--- src/rtl/mem_stage_lsu_pkg.sv ---
`default_nettype none
// +----------------------------------------------------------------------------+
// | Module  : mem_stage_lsu_pkg                                                |
// | Brief   : Shared constants, FSM encoding and helpers for the MEM-stage LSU |
// | Revision: 1.0 - initial release                                            |
// +----------------------------------------------------------------------------+
package mem_stage_lsu_pkg;

    localparam int LSU_ADDR_W_DEF  = 7;
    localparam int LSU_DATA_W_DEF  = 32;
    localparam int LSU_TIMEOUT_DEF = 64;
    localparam int LSU_STALL_W     = 16;

    typedef logic [1:0] lsu_state_t;

    localparam logic [1:0] c_LSU_IDLE = 2'd0;
    localparam logic [1:0] c_LSU_WAIT = 2'd1;
    localparam logic [1:0] c_LSU_DONE = 2'd2;

    // Saturating increment for the stall performance counter.
    function automatic logic [LSU_STALL_W-1:0] sat_inc(input logic [LSU_STALL_W-1:0] v);
        if (v == {LSU_STALL_W{1'b1}}) begin
            return v;
        end
        return v + {{(LSU_STALL_W-1){1'b0}}, 1'b1};
    endfunction

endpackage : mem_stage_lsu_pkg
`default_nettype wire

--- src/rtl/mem_stage_lsu_if.sv ---
`default_nettype none
// +----------------------------------------------------------------------------+
// | Module  : mem_stage_lsu_if / mem_stage_lsu_mem_if                          |
// | Brief   : Core-side and memory-side bundles of the MEM-stage LSU           |
// | Revision: 1.0 - initial release                                            |
// +----------------------------------------------------------------------------+
interface mem_stage_lsu_if
    import mem_stage_lsu_pkg::*;
#(
    parameter int ADDR_W = LSU_ADDR_W_DEF,
    parameter int DATA_W = LSU_DATA_W_DEF
) ();

    logic                   ls_valid;
    logic                   ls_we;
    logic [ADDR_W-1:0]      ls_addr;
    logic [DATA_W-1:0]      ls_wdata;
    logic                   ls_stall;
    logic                   ls_done;
    logic [DATA_W-1:0]      ls_rdata;
    logic                   ls_err;
    logic [LSU_STALL_W-1:0] stall_cnt;

    // The core issues lw/sw; the LSU answers with stall/done/data.
    modport master (
        output ls_valid, ls_we, ls_addr, ls_wdata,
        input  ls_stall, ls_done, ls_rdata, ls_err, stall_cnt
    );

    modport slave (
        input  ls_valid, ls_we, ls_addr, ls_wdata,
        output ls_stall, ls_done, ls_rdata, ls_err, stall_cnt
    );

endinterface : mem_stage_lsu_if

interface mem_stage_lsu_mem_if
    import mem_stage_lsu_pkg::*;
#(
    parameter int ADDR_W = LSU_ADDR_W_DEF,
    parameter int DATA_W = LSU_DATA_W_DEF
) ();

    logic              mem_cen;
    logic              mem_wen;
    logic [ADDR_W-1:0] mem_addr;
    logic [DATA_W-1:0] mem_wdata;
    logic [DATA_W-1:0] mem_rdata;
    logic              mem_ready;

    // The LSU drives requests; the data memory completes them with mem_ready.
    modport master (
        output mem_cen, mem_wen, mem_addr, mem_wdata,
        input  mem_rdata, mem_ready
    );

    modport slave (
        input  mem_cen, mem_wen, mem_addr, mem_wdata,
        output mem_rdata, mem_ready
    );

endinterface : mem_stage_lsu_mem_if
`default_nettype wire

--- src/rtl/mem_stage_lsu.sv ---
`default_nettype none
// +----------------------------------------------------------------------------+
// | Module  : mem_stage_lsu                                                    |
// | Brief   : Load/store unit stalling a single-cycle core over a              |
// |           variable-latency data memory handshake with timeout abort        |
// | Revision: 1.0 - initial release                                            |
// +----------------------------------------------------------------------------+
module mem_stage_lsu
    import mem_stage_lsu_pkg::*;
#(
    parameter int ADDR_W  = LSU_ADDR_W_DEF,
    parameter int DATA_W  = LSU_DATA_W_DEF,
    parameter int TIMEOUT = LSU_TIMEOUT_DEF
) (
    input  wire logic          clk,
    input  wire logic          rst,
    mem_stage_lsu_if.slave     core,
    mem_stage_lsu_mem_if.master mem
);

    localparam int TO_W = (TIMEOUT > 1) ? $clog2(TIMEOUT) : 1;
    localparam logic [TO_W-1:0] c_TO_LAST = TO_W'(TIMEOUT - 1);

    lsu_state_t             r_state;
    logic                   r_cen;
    logic                   r_wen;
    logic [ADDR_W-1:0]      r_addr;
    logic [DATA_W-1:0]      r_wdata;
    logic [DATA_W-1:0]      r_rdata;
    logic                   r_done;
    logic                   r_err;
    logic [TO_W-1:0]        r_to_cnt;
    logic [LSU_STALL_W-1:0] r_stall_cnt;

    logic                   w_stall;
    logic                   w_to_expired;

    always_comb begin
        w_stall      = ((r_state == c_LSU_IDLE) && core.ls_valid) || (r_state == c_LSU_WAIT);
        w_to_expired = (r_to_cnt == c_TO_LAST);
    end

    always_ff @(posedge clk or posedge rst) begin
        if (rst) begin
            r_state  <= c_LSU_IDLE;
            r_cen    <= 1'b0;
            r_wen    <= 1'b0;
            r_addr   <= '0;
            r_wdata  <= '0;
            r_rdata  <= '0;
            r_done   <= 1'b0;
            r_err    <= 1'b0;
            r_to_cnt <= '0;
        end else begin
            r_done <= 1'b0;
            case (r_state)
                c_LSU_IDLE: begin
                    if (core.ls_valid) begin
                        r_addr   <= core.ls_addr;
                        r_wdata  <= core.ls_wdata;
                        r_wen    <= core.ls_we;
                        r_cen    <= 1'b1;
                        r_to_cnt <= '0;
                        r_state  <= c_LSU_WAIT;
                    end
                end
                c_LSU_WAIT: begin
                    // mem_ready takes priority over an expiring timeout in the same cycle.
                    if (mem.mem_ready) begin
                        if (!r_wen) begin
                            r_rdata <= mem.mem_rdata;
                        end
                        r_cen   <= 1'b0;
                        r_wen   <= 1'b0;
                        r_done  <= 1'b1;
                        r_state <= c_LSU_DONE;
                    end else if (w_to_expired) begin
                        r_rdata <= '0;
                        r_err   <= 1'b1;
                        r_cen   <= 1'b0;
                        r_wen   <= 1'b0;
                        r_done  <= 1'b1;
                        r_state <= c_LSU_DONE;
                    end else begin
                        r_to_cnt <= r_to_cnt + TO_W'(1);
                    end
                end
                c_LSU_DONE: begin
                    // ls_valid still belongs to the retiring instruction here.
                    r_state <= c_LSU_IDLE;
                end
                default: begin
                    r_state <= c_LSU_IDLE;
                    r_cen   <= 1'b0;
                    r_wen   <= 1'b0;
                end
            endcase
        end
    end

    always_ff @(posedge clk or posedge rst) begin
        if (rst) begin
            r_stall_cnt <= '0;
        end else if (w_stall) begin
            r_stall_cnt <= sat_inc(r_stall_cnt);
        end
    end

    assign core.ls_stall  = w_stall;
    assign core.ls_done   = r_done;
    assign core.ls_rdata  = r_rdata;
    assign core.ls_err    = r_err;
    assign core.stall_cnt = r_stall_cnt;

    assign mem.mem_cen    = r_cen;
    assign mem.mem_wen    = r_wen;
    assign mem.mem_addr   = r_addr;
    assign mem.mem_wdata  = r_wdata;

endmodule : mem_stage_lsu
`default_nettype wire
--- src/flat_wrapper.sv ---
// flat-port wrapper written by rule: the top's interface ports become plain ports
module mem_stage_lsu_flat import mem_stage_lsu_pkg::*;
#(
    parameter int ADDR_W  = LSU_ADDR_W_DEF,
    parameter int DATA_W  = LSU_DATA_W_DEF,
    parameter int TIMEOUT = LSU_TIMEOUT_DEF
)
  (clk, rst, core_ls_valid, core_ls_we, core_ls_addr, core_ls_wdata, core_ls_stall, core_ls_done, core_ls_rdata, core_ls_err, core_stall_cnt, mem_mem_cen, mem_mem_wen, mem_mem_addr, mem_mem_wdata, mem_mem_rdata, mem_mem_ready);
  mem_stage_lsu_if #(.ADDR_W(ADDR_W), .DATA_W(DATA_W)) core_i ();
  mem_stage_lsu_mem_if #(.ADDR_W(ADDR_W), .DATA_W(DATA_W)) mem_i ();
  input  wire logic clk;
  input  wire logic rst;
  input wire logic [$bits(core_i.ls_valid)-1:0] core_ls_valid;
  input wire logic [$bits(core_i.ls_we)-1:0] core_ls_we;
  input wire logic [$bits(core_i.ls_addr)-1:0] core_ls_addr;
  input wire logic [$bits(core_i.ls_wdata)-1:0] core_ls_wdata;
  output wire logic [$bits(core_i.ls_stall)-1:0] core_ls_stall;
  output wire logic [$bits(core_i.ls_done)-1:0] core_ls_done;
  output wire logic [$bits(core_i.ls_rdata)-1:0] core_ls_rdata;
  output wire logic [$bits(core_i.ls_err)-1:0] core_ls_err;
  output wire logic [$bits(core_i.stall_cnt)-1:0] core_stall_cnt;
  output wire logic [$bits(mem_i.mem_cen)-1:0] mem_mem_cen;
  output wire logic [$bits(mem_i.mem_wen)-1:0] mem_mem_wen;
  output wire logic [$bits(mem_i.mem_addr)-1:0] mem_mem_addr;
  output wire logic [$bits(mem_i.mem_wdata)-1:0] mem_mem_wdata;
  input wire logic [$bits(mem_i.mem_rdata)-1:0] mem_mem_rdata;
  input wire logic [$bits(mem_i.mem_ready)-1:0] mem_mem_ready;
  assign core_i.ls_valid = core_ls_valid;
  assign core_i.ls_we = core_ls_we;
  assign core_i.ls_addr = core_ls_addr;
  assign core_i.ls_wdata = core_ls_wdata;
  assign core_ls_stall = core_i.ls_stall;
  assign core_ls_done = core_i.ls_done;
  assign core_ls_rdata = core_i.ls_rdata;
  assign core_ls_err = core_i.ls_err;
  assign core_stall_cnt = core_i.stall_cnt;
  assign mem_mem_cen = mem_i.mem_cen;
  assign mem_mem_wen = mem_i.mem_wen;
  assign mem_mem_addr = mem_i.mem_addr;
  assign mem_mem_wdata = mem_i.mem_wdata;
  assign mem_i.mem_rdata = mem_mem_rdata;
  assign mem_i.mem_ready = mem_mem_ready;
  mem_stage_lsu #(.ADDR_W(ADDR_W), .DATA_W(DATA_W), .TIMEOUT(TIMEOUT)) u_core (.clk(clk), .rst(rst), .core(core_i), .mem(mem_i));
endmodule
--- config.mk ---
export PLATFORM = sky130hd
export DESIGN_NAME = mem_stage_lsu_flat
export DESIGN_NICKNAME = d
export VERILOG_FILES = /design/src/rtl/mem_stage_lsu_pkg.sv /design/src/rtl/mem_stage_lsu_if.sv /design/src/rtl/mem_stage_lsu.sv /design/src/flat_wrapper.sv
export SDC_FILE = /design/constraint.sdc
export NUM_CORES = 1
export LEC_CHECK = 0
export BUFFER_PORTS_ARGS = -buffer_cell sky130_fd_sc_hd__buf_2
export CORE_UTILIZATION = 51
export DETAILED_ROUTE_END_ITERATION = 8
export GPL_TIMING_DRIVEN = 0
export PLACE_DENSITY = 0.88
export SYNTH_ARGS = -nofsm -noshare
export SYNTH_HDL_FRONTEND = slang
export SYNTH_SLANG_ARGS = --single-unit
--- constraint.sdc ---
create_clock -name clk -period 7.1 [get_ports clk]
set_input_delay 1.42 -clock clk [delete_from_list [all_inputs] [get_ports clk]]
set_output_delay 1.42 -clock clk [all_outputs]
set_load 0.01 [all_outputs]
* Word level (Yosys, flattened, before mapping)
Cells that the tools add are included.
Cells by class: add/subtract/negate cells 2, equality and inequality tests 10, multiplexer cells 23, bitwise logic cells 2, reductions and logical operators 12
Operators by type and width (count):
- 32-bit 2-to-1 mux | 3
- 6-bit 2-to-1 mux | 3
- 16-bit by 1-bit adder with 16-bit output (second input constant) | 1
- 16-bit == test (second input constant) | 1
- 16-bit 2-to-1 mux | 1
- 6-bit case mux with 2 select lines | 1
- 2-bit != test (second input constant) | 5
- 1-bit 2-to-1 mux | 9
- 3-bit AND reduction | 3
- 6-bit by 1-bit adder with 6-bit output (second input constant) | 1
- 6-bit == test (second input constant) | 1
- 2-bit 2-to-1 mux | 3
- 1-bit case mux with 3 select lines | 2
- 2-bit AND reduction | 3
- 2-bit case mux with 2 select lines | 1
- 4-bit AND reduction | 1
- 2-bit nonzero test | 2
- 3-bit by 2-bit != test with 1-bit output (second input constant) | 1
- 2-bit by 1-bit == test with 1-bit output (second input constant) | 1
- 2-bit == test (second input constant) | 1
- 2-bit zero test | 1
- 1-bit NOT | 2
- 1-bit logical AND | 1
- 1-bit logical OR | 1
Word-level totals: bits in registers 99, input bits 76, output and inout port bits 92

* Logic depth before layout (Yosys ltp)
Gate-level depths: netlist (run 1).
depth after elaboration 6, depth in mapped cells 6, gate-level depth less buffers 5

* Worst setup path before layout (run 1)
OpenSTA, ideal clock, no wires.
path type input to output, start input port core_ls_valid, end output port core_ls_stall, data arrival time 1.760 ns, required time 5.680 ns, path slack 3.920 ns, cell stages on the path 2, path buffers 0, cell sequence o21bai_2 > inv_1
Between the ends: cells in the longest elaborated chain, start to end 2
Ends and longest elaborated chain:
- start: declaration | RTL line flat_wrapper.sv:13 | input wire logic [$bits(core_i.ls_valid)-1:0] core_ls_valid;
- 1-bit logical AND | RTL line mem_stage_lsu.sv:39 | w_stall = ((r_state == c_LSU_IDLE) && core.ls_valid) || (r_state == c_LSU_WAIT);
- 1-bit logical OR | RTL line mem_stage_lsu.sv:39
- end: declaration | RTL line flat_wrapper.sv:17 | output wire logic [$bits(core_i.ls_stall)-1:0] core_ls_stall;
No other way between the ends.

* Worst setup path after layout (run 1)
Ends and elaborated chain as after synthesis.

==> results of run 1 <==
==> metal layers <==
layer | wire length [µm] | track usage (%) | up-vias
met5 | 0 | 0 | -
met4 | 59 | 6.99 | 0
met3 | 558 | 6.01 | 5
met2 | 4550 | 40.4 | 134
met1 | 3910 | 30.2 | 1576
li1 | - | - | 1637
==> logic make-up after synthesis <==
group / synth area share [%]
AOI/OAI and AO/OA: 11.2
xor gates and xnor gates: 2.87
adders and majority gates: 0.631
buffers and inverters: 2.18
DFF: 62.4
muxes: 0.284
and+or+nand+nor: 20.4
==> where the power goes <==
group / switching, mW / total [mW] / internal [mW]
Combinational: 0.397 / 0.714 / 0.317
Sequential: 0.152 / 0.937 / 0.784
Clock: 0.182 / 0.345 / 0.163
==> worst max-delay path: cells and delay by family <==
| kind | cells | cell delay (ns) |
|---|---|---|
| buffers and inverters | 3 | 0.39 |
| AOI/OAI and AO/OA | 1 | 0.30 |
==> cells in the final DEF, fill, tap and decap left out, drive strengths merged, types with 3 or more instances in the layout <==
cell type and n:
buf 170, nor4 3, nand3 10, nor2 8, a22o 32, a31oi 3, dfrtp 99, nor3 7
nand4 6, xor2 7, clkbuf 23, xnor2 6, a21oi 5, inv 8, o21ai 9, nand2 127
==> stage by stage <==
stage | hold slack, ns | worst slack [ns]
5_1_grt | 0.493 | 3.52
3_5_place_dp | 0.457 | 3.57
2_1_floorplan | 0.489 | 3.09
4_1_cts | 0.480 | 3.57
3_3_place_gp | 0.454 | 2.13
6_report | 0.475 | 3.57
==> cell usage after synthesis (3+ instances only) <==
cell	count
nor3_1	7
xnor2_1	6
a31oi_1	3
o21ai_0	8
xor2_1	7
nand3_1	10
a21oi_1	5
nand4_1	6
a22o_1	32
nand2_1	127
buf_1	3
clkbuf_1	13
nor2_1	8
dfrtp_1	99
inv_1	7
==> worst max path at each step <==
stage / from / to / cells after the start
2_1_floorplan: rst / u_core.core.ls_done / 1
3_3_place_gp: rst / u_core.mem.mem_wdata[20] / 2
3_5_place_dp: core_ls_valid / core_ls_stall / 4
4_1_cts: core_ls_valid / core_ls_stall / 4
5_1_grt: core_ls_valid / core_ls_stall / 4
6_report: core_ls_valid / core_ls_stall / 4
==> cell type report <==
class                           count  area, µm²  area share, %
Buffer                             16       60.1           1.17
Clock buffer                       10        128           2.48
Clock inverter                      6       63.8           1.24
Inverter                            7       28.8          0.559
Multi-Input combinational cell    252       1400           27.3
Sequential cell                    99       2480           48.2
Tap cell                           99        124           2.41
Timing Repair Buffer              167        858           16.7
==> sequential cells by signal (all words and copies together) (netlist names) <==
register / flops
u_core.core.ls_done: 1
u_core.core.ls_err: 1
u_core.core.ls_rdata: 32
u_core.core.stall_cnt: 16
u_core.mem.mem_addr: 7
u_core.mem.mem_cen: 1
u_core.mem.mem_wdata: 32
u_core.mem.mem_wen: 1
u_core.r_state: 2
u_core.r_to_cnt: 6
==> results.md, run 1 <==
Cells and area:
- The total number of nets in the final design is 630.
- The number of antenna diodes is 0.
- The finished layout holds 656 standard cells, fillers aside.
- Cells with a size suffix above 1 make up 34.3% of the layout.
- Cells fill 69.8% of the core in the end.
- The layout filler cell count is 575.
- With fillers left out, the area of the finished cells amounts to 0.00514 mm².
- Relative to the synthesized area, the layout overhead comes to 29.6%.

Clock tree:
- The number of H-tree levels is 3.
- Clock tree synthesis inserted a total of 9 buffers.
- The clock insertion delay at the later pin of the skew report is 0.35 ns.
- The total of hold buffers inserted after clock tree synthesis is 0.
- Once the clock tree was built, the resizer swapped 0 gates to a different size.
- TritonCTS built the clock tree.
- The clock sink count is 99.
- The root buffer cell chosen for the clock tree is clkbuf_8.
- The post-CTS setup buffer count is 0.
- The maximum count of clock buffers along a single path is 2.
- The clock slew seen by the registers of the worst setup and hold paths is 0.09 ns.

STA:
- The smallest clock period supported by the final layout is computed as 3.53 ns.
- Setup repair after global routing left no endpoint under its margin.
- The worst max-slew margin expressed relative to the limit is 66.2%.
- The final setup violation count is 0.
- Between clock sinks in the finished design, the worst skew comes to 0.00965 ns.
- At the pin with the least slew margin, the transition time is 0.503 ns.
- Dividing the final minimum period by the clock period gives 49.8%.
- The count of pins over their slew limit is 0.
- The hold violation total from the final report is 0.
- The setup TNS is 0 ns.
- The upper clock frequency limit is 283 MHz.

Logic synthesis:
- Sequential cells were found to cover 62.4% of the synthesized design area.
- The total of warnings raised by yosys is 0.
- The share of synthesized flip-flops with an asynchronous set or reset is 100%.
- After synthesis the netlist holds a flip-flop and latch count of 99.
- The distinct cell type count of the synthesized netlist is 41.
- The biggest area consumer among synthesized cells is dfrtp_1.
- The netlist area before placement is 0.00397 mm².
- In this run the biggest area consumer among cell types represents 62.4% of the synthesized area.
- The mean post-synth cell area is 10.6 µm².
- The number of flops mapped to enable cells by yosys is 0.
- Synthesis produced 374 cells.
- By area the synthesized netlist is led by dfrtp_1 62%, nand2_1 12%, a22o_1 7.1%.
- The post-synth net total is 452.
- The commonest register cell after synthesis is dfrtp_1.

Routing:
- The average vias per placed instance is 5.11.
- The routed wire length is 9.08 mm.
- The routed length per placed instance is 13.8 µm.
- The routed layout has 3352 vias.
- Before antenna repair, the detailed router went through 5 iterations.
- The DRC violation count after routing is 0.
- Once detail routing completed, the nets flagged for antenna violations numbered 0.
- The detailed router finished its first iteration with 202 violations.

Die:
- The floorplan has 31 rows.
- The count of boundary I/O pins is 168.
- The floorplan step defined a die boundary enclosing 0.00814 mm².
- For this configuration, the core starts out at a cell density of 53.8%.
- The width of the die is 90.2 µm.
- The die extent in y is 90.2 µm.
- The area inside the core boundary is 0.00737 mm².

Setup path:
- The reg2reg setup slack is 5.12 ns.
- The worst register-to-register path ends at u_core.core.stall_cnt[1].
- The kind of critical path is in -> out.
- STA puts the critical path data arrival time at 2.11 ns.
- The required time of the critical path is 5.68 ns.
- The critical-path cell with the highest stage delay is o21bai_2.
- Walking the worst path, the cells encountered are buf_2 > o21bai_2 > inv_1 > buf_2.
- Among the stages of the critical path, the cell type that occurs most often is buf_2.
- The critical register-to-register path startpoint is u_core.core.stall_cnt[0].
- The endpoint kind of the worst setup timing path is a primary output.
- The largest stage delay on the critical path is 0.30 ns.
- STA classifies the critical path startpoint as an input port.
- The peak fanout along the critical path is 8.
- The path depth of the worst reg2reg path is 5.

Place:
- In this run the cell area measured after placement is 0.00495 mm².
- Including well taps, the total number of placed cells is 640.
- Input and output buffers added on the ports amount to 166.
- After legalization and detailed placement, the total HPWL measured 6.69 mm.
- Routability-driven placement finished with a final weighted congestion of 0.826.

GRT:
- The number of antenna violations at the first check in global routing was 0.
- The largest net degree at the start of global routing is 74.
- The all-layer global routing usage is 23.8%.
- The aggregate global routing overflow is 0.
- The first-pass GRT wire length is 15.5 mm.
- The number of global-route vias before repair is 3439.

Pwr:
- The standby leakage power is 2.80 nW.
- The maximum VDD drop is 0.217 mV.
- The power per standard cell area is 388 mW/mm².
- The design draws 2.00 mW.

Worst hold path:
- The worst hold path begins at u_core.mem.mem_wdata[31].
- Along the worst hold path, the cell count comes to 2.
- The tightest min-delay check is of the reg -> reg type.
- For hold timing, the worst endpoint is u_core.mem.mem_wdata[31].

Job:
- The max-capacitance violation count is 0.

Outcome:
- The flow ran to the end, and the final reports show no timing, DRC or antenna violations.
Power figures use the tool's default switching activity.
==> run 2: changes to the inputs <==
CORE_UTILIZATION = 43   (was 51)
PLACE_DENSITY = 0.79   (was 0.88)
clock period = 3.2 ns   (was 7.1 ns; I/O delays follow)
==> run 2 against run 1 <==
The run now ends with DRC left. Register-to-register slack lost 3.9 ns. Global-route usage shrank 4.4 points. Critical path depth shrank 1. Non-clock buffer count grew 1. Die area grew 18%. Clock power grew 110%. Cell count grew 1.5%. Hold slack lost 0.076 ns. Critical endpoint unchanged.
==> results.md, run 2 (synthesized netlist as in run 1, its figures left out) <==
Routing:
- The DRC violation count after routing came to 14 (was 0).
- The routed length per placed instance is 13.7 µm (was 13.8 µm).
- The routed wire length came to 9.14 mm (was 9.08 mm).
- The number of optimization iterations in the first detailed-route pass is 9 (was 5).
- The average vias per placed instance is 5.03 (was 5.11).
- The post-route antenna net violation count came to 0 (unchanged).
- The iteration-0 DRC count of the detailed router is 170 (was 202).
- The total via count in the routed design came to 3347 (was 3352).

Setup path:
- The nature of the critical path startpoint is a flip-flop (was input port).
- The path depth of the worst reg2reg path is 5 (unchanged).
- CP Cell Sequence: o21bai_2 > inv_1 > buf_2 (was buf_2 > o21bai_2 > inv_1 > buf_2).
- The critical-path cell with the highest stage delay is dfrtp_1 (was o21bai_2).
- The number of buffers and inverters on the critical path came to 2 (was 3).
- The kind of critical path is reg -> out (was in -> out).
- The cell family with the largest share of critical-path delay is flip-flops (was buffers and inverters).
- The peak fanout along the critical path is 9 (was 8).
- The data arrival time of the critical path came to 1.42 ns (was 2.11 ns).
- The largest stage delay on the critical path came to 0.48 ns (was 0.30 ns).
- The count of cell instances traversed by the critical path came to 3 (was 4).
- The endpoint kind of the worst setup timing path was a primary output (unchanged).
- The required time of the critical path came to 2.56 ns (was 5.68 ns).

STA:
- The clock skew is 0.00944 ns (was 0.00965 ns).
- The worst max-slew margin expressed relative to the limit was 51.5% (was 66.2%).
- Setup repair after global routing missed its margin: false (unchanged).
- The final setup violation count came to 0 (unchanged).
- The count of pins over their slew limit is 0 (unchanged).
- The worst-margin pin slew is 0.726 ns (was 0.503 ns).
- The hold violation total from the final report is 0 (unchanged).
- In the finished design, the share of the clock period the worst path needs comes to 64.5%.
- The setup slack after layout came to 1.14 ns (was 3.57 ns).
- The setup TNS was 0 ns (unchanged).
- The upper clock frequency limit is 485 MHz.
- The final critical path time including I/O delays and setup is 2.06 ns.

Clock tree:
- The clock root buffer is clkbuf_8 (unchanged).
- The TritonCTS clock tree was yes (unchanged).
- The clock insertion delay at the later pin of the skew report is 0.35 ns (about the same).
- The clock sink count is 99 (unchanged).
- The number of buffers added by the clock tree synthesis step is 9 (unchanged).
- The clock slew seen by the registers of the worst setup and hold paths is 0.10 ns (was 0.09 ns).
- The post-CTS setup buffer count is 0 (unchanged).
- The post-cts sizing count is 0 (unchanged).
- The number of H-tree levels is 3 (unchanged).
- The total of hold buffers inserted after clock tree synthesis came to 0 (unchanged).
- The maximum count of clock buffers along a single path is 2 (unchanged).

GRT:
- The global routing met1 resource utilization came to 24.7% (was 30.2%).
- The all-layer global routing usage is 19.4% (was 23.8%).
- The aggregate global routing overflow is 0 (unchanged).
- The first-pass GRT wire length was 15.0 mm (was 15.5 mm).
- The largest net degree at the start of global routing is 41 (was 74).
- The number of global-route vias before repair was 3216 (was 3439).
- The routing usage on met3 came to 5.44% (was 6.01%).
- The most used routing layer is met2 (unchanged).
- The met2 track utilization from global routing is 32.6% (was 40.4%).
- The number of antenna violations at the first check in global routing is 0 (unchanged).

Die:
- The count of boundary I/O pins is 168 (unchanged).
- The width of the die is 98.1 µm (was 90.2 µm).
- The number of cell rows is 34 (was 31).
- The die extent in y is 98.1 µm (was 90.2 µm).
- The area inside the core boundary was 0.00881 mm² (was 0.00737 mm²).
- The starting density of the core is 45.1% (was 53.8%).
- The full die area is 0.00961 mm² (was 0.00814 mm²).

Outcome:
- Outcome: finished with violations (was finished, final reports clean).
- The final reports fail on DRC.

Cells and area:
- The total number of nets in the final design is 631 (was 630).
- The number of antenna diodes is 0 (unchanged).
- The fraction of the core area covered by cells at the end of the flow is 58.5% (was 69.8%).
- The layout-stage area growth over the synthesis result is 29.9% (was 29.6%).
- Commonest cells after routing, fill and taps aside: 166 x buf_2, 127 x nand2_1, 99 x dfrtp_1, 32 x a22o_1, 14 x clkbuf_1 (unchanged).
- The most common cell after layout, fill and taps aside is buf_2 (unchanged).
- The proportion of layout cells with a drive suffix above 1 is 34.4% (was 34.3%).

Pwr:
- The power per standard cell area is 851 mW/mm² (was 388 mW/mm²).
- The part of the total power dissipated in combinational logic is 35.9% (was 35.8%).
- The part of the total power dissipated in the clock network is 16.8% (was 17.3%).
- The cell-internal power was 2.74 mW (was 1.26 mW).
- The sequential share of power is 47.3% (was 46.9%).
- The share of total power consumed by net switching is 37.6% (was 36.6%).
- The sum of internal, switching and leakage power is 4.39 mW (was 2.00 mW).
- The standby leakage power is 2.79 nW (was 2.80 nW).
- The maximum VDD drop is 0.430 mV (was 0.217 mV).
- The switching power total is 1.65 mW (was 0.731 mW).

Worst hold path:
- The type of the most critical hold path is in -> async (was reg -> reg).

Place:
- The sum of net half-perimeters after detailed placement is 6.76 mm (was 6.69 mm).
- The pre-CTS setup slack was 0.952 ns (was 3.57 ns).
- The port buffer count is 166 (unchanged).
- The routability-driven placement congestion ratio is 0.828 (was 0.826).

Job:
- The max-capacitance violation count came to 0 (unchanged).
## run 2: cell count changes in the layout (fill, tap and decap cells not counted)
| cell | before | now |
|---|---|---|
| buf_16 | 1 | 0 |
| buf_12 | 0 | 2 |
| inv_8 | 0 | 1 |
| bufinv_16 | 1 | 0 |
| inv_6 | 1 | 2 |
| clkinvlp_4 | 2 | 3 |
| clkinv_2 | 2 | 1 |
| inv_4 | 1 | 0 |
## run 2: path summary, 6_finish.rpt
path | from | to | slack [ns]
max in group asynchronous | rst | u_core.mem.mem_wdata[18] | 2.18
hold / removal | rst | u_core.core.ls_rdata[26] | 0.40
setup / recovery | u_core.r_state[0] | core_ls_stall | 1.14
setup reg to reg | u_core.core.stall_cnt[0] | u_core.core.stall_cnt[1] | 1.26
hold reg to reg | u_core.core.ls_err | u_core.core.ls_err | 0.47
min in group clk | core_ls_wdata[19] | u_core.mem.mem_wdata[19] | 0.47
## run 2: metal layers
| metal | share of wire [%] | vias up |
|---|---|---|
| met1 | 45 | 1587 |
| met5 | 0 | - |
| met4 | 0.81 | 0 |
| met3 | 6.5 | 6 |
| li1 | - | 1640 |
| met2 | 48 | 114 |
## run 2: stage by stage
stage          area [µm²]  cells  hold slack, ns
2_1_floorplan        3970    374           0.489
6_report             5150    666           0.399
5_1_grt              5150    666           0.411
4_1_cts              5150    666           0.398
3_5_place_dp         4980    650           0.456
3_3_place_gp         4940    648           0.453
## run 2: power by group through the flow
stage	clock network, mW	registers, mW	logic (mW)
5_1_grt	0.826	2.14	1.74
4_1_cts	0.768	2.07	1.60
6_report	0.736	2.08	1.58
2_1_floorplan	0	2.29	0.664
3_5_place_dp	0	2.09	1.59
3_3_place_gp	0	2.07	1.54
## run 2: worst reg2reg max path, delay by kind of cell, from the launching register on
kind,cells,cell delay [ns]
adders and majority gates,1,0.23
DFF,1,0.41
muxes,1,0.29
and+or+nand+nor,3,0.90
## run 2: area by class of cell
class,count,area [µm²]
Sequential cell,99,2480
Multi-Input combinational cell,252,1400
Fill cell,763,3650
Buffer,16,60.1
Tap cell,108,135
Timing Repair Buffer,168,871
Inverter,7,30.0
Clock buffer,10,128
Clock inverter,6,48.8
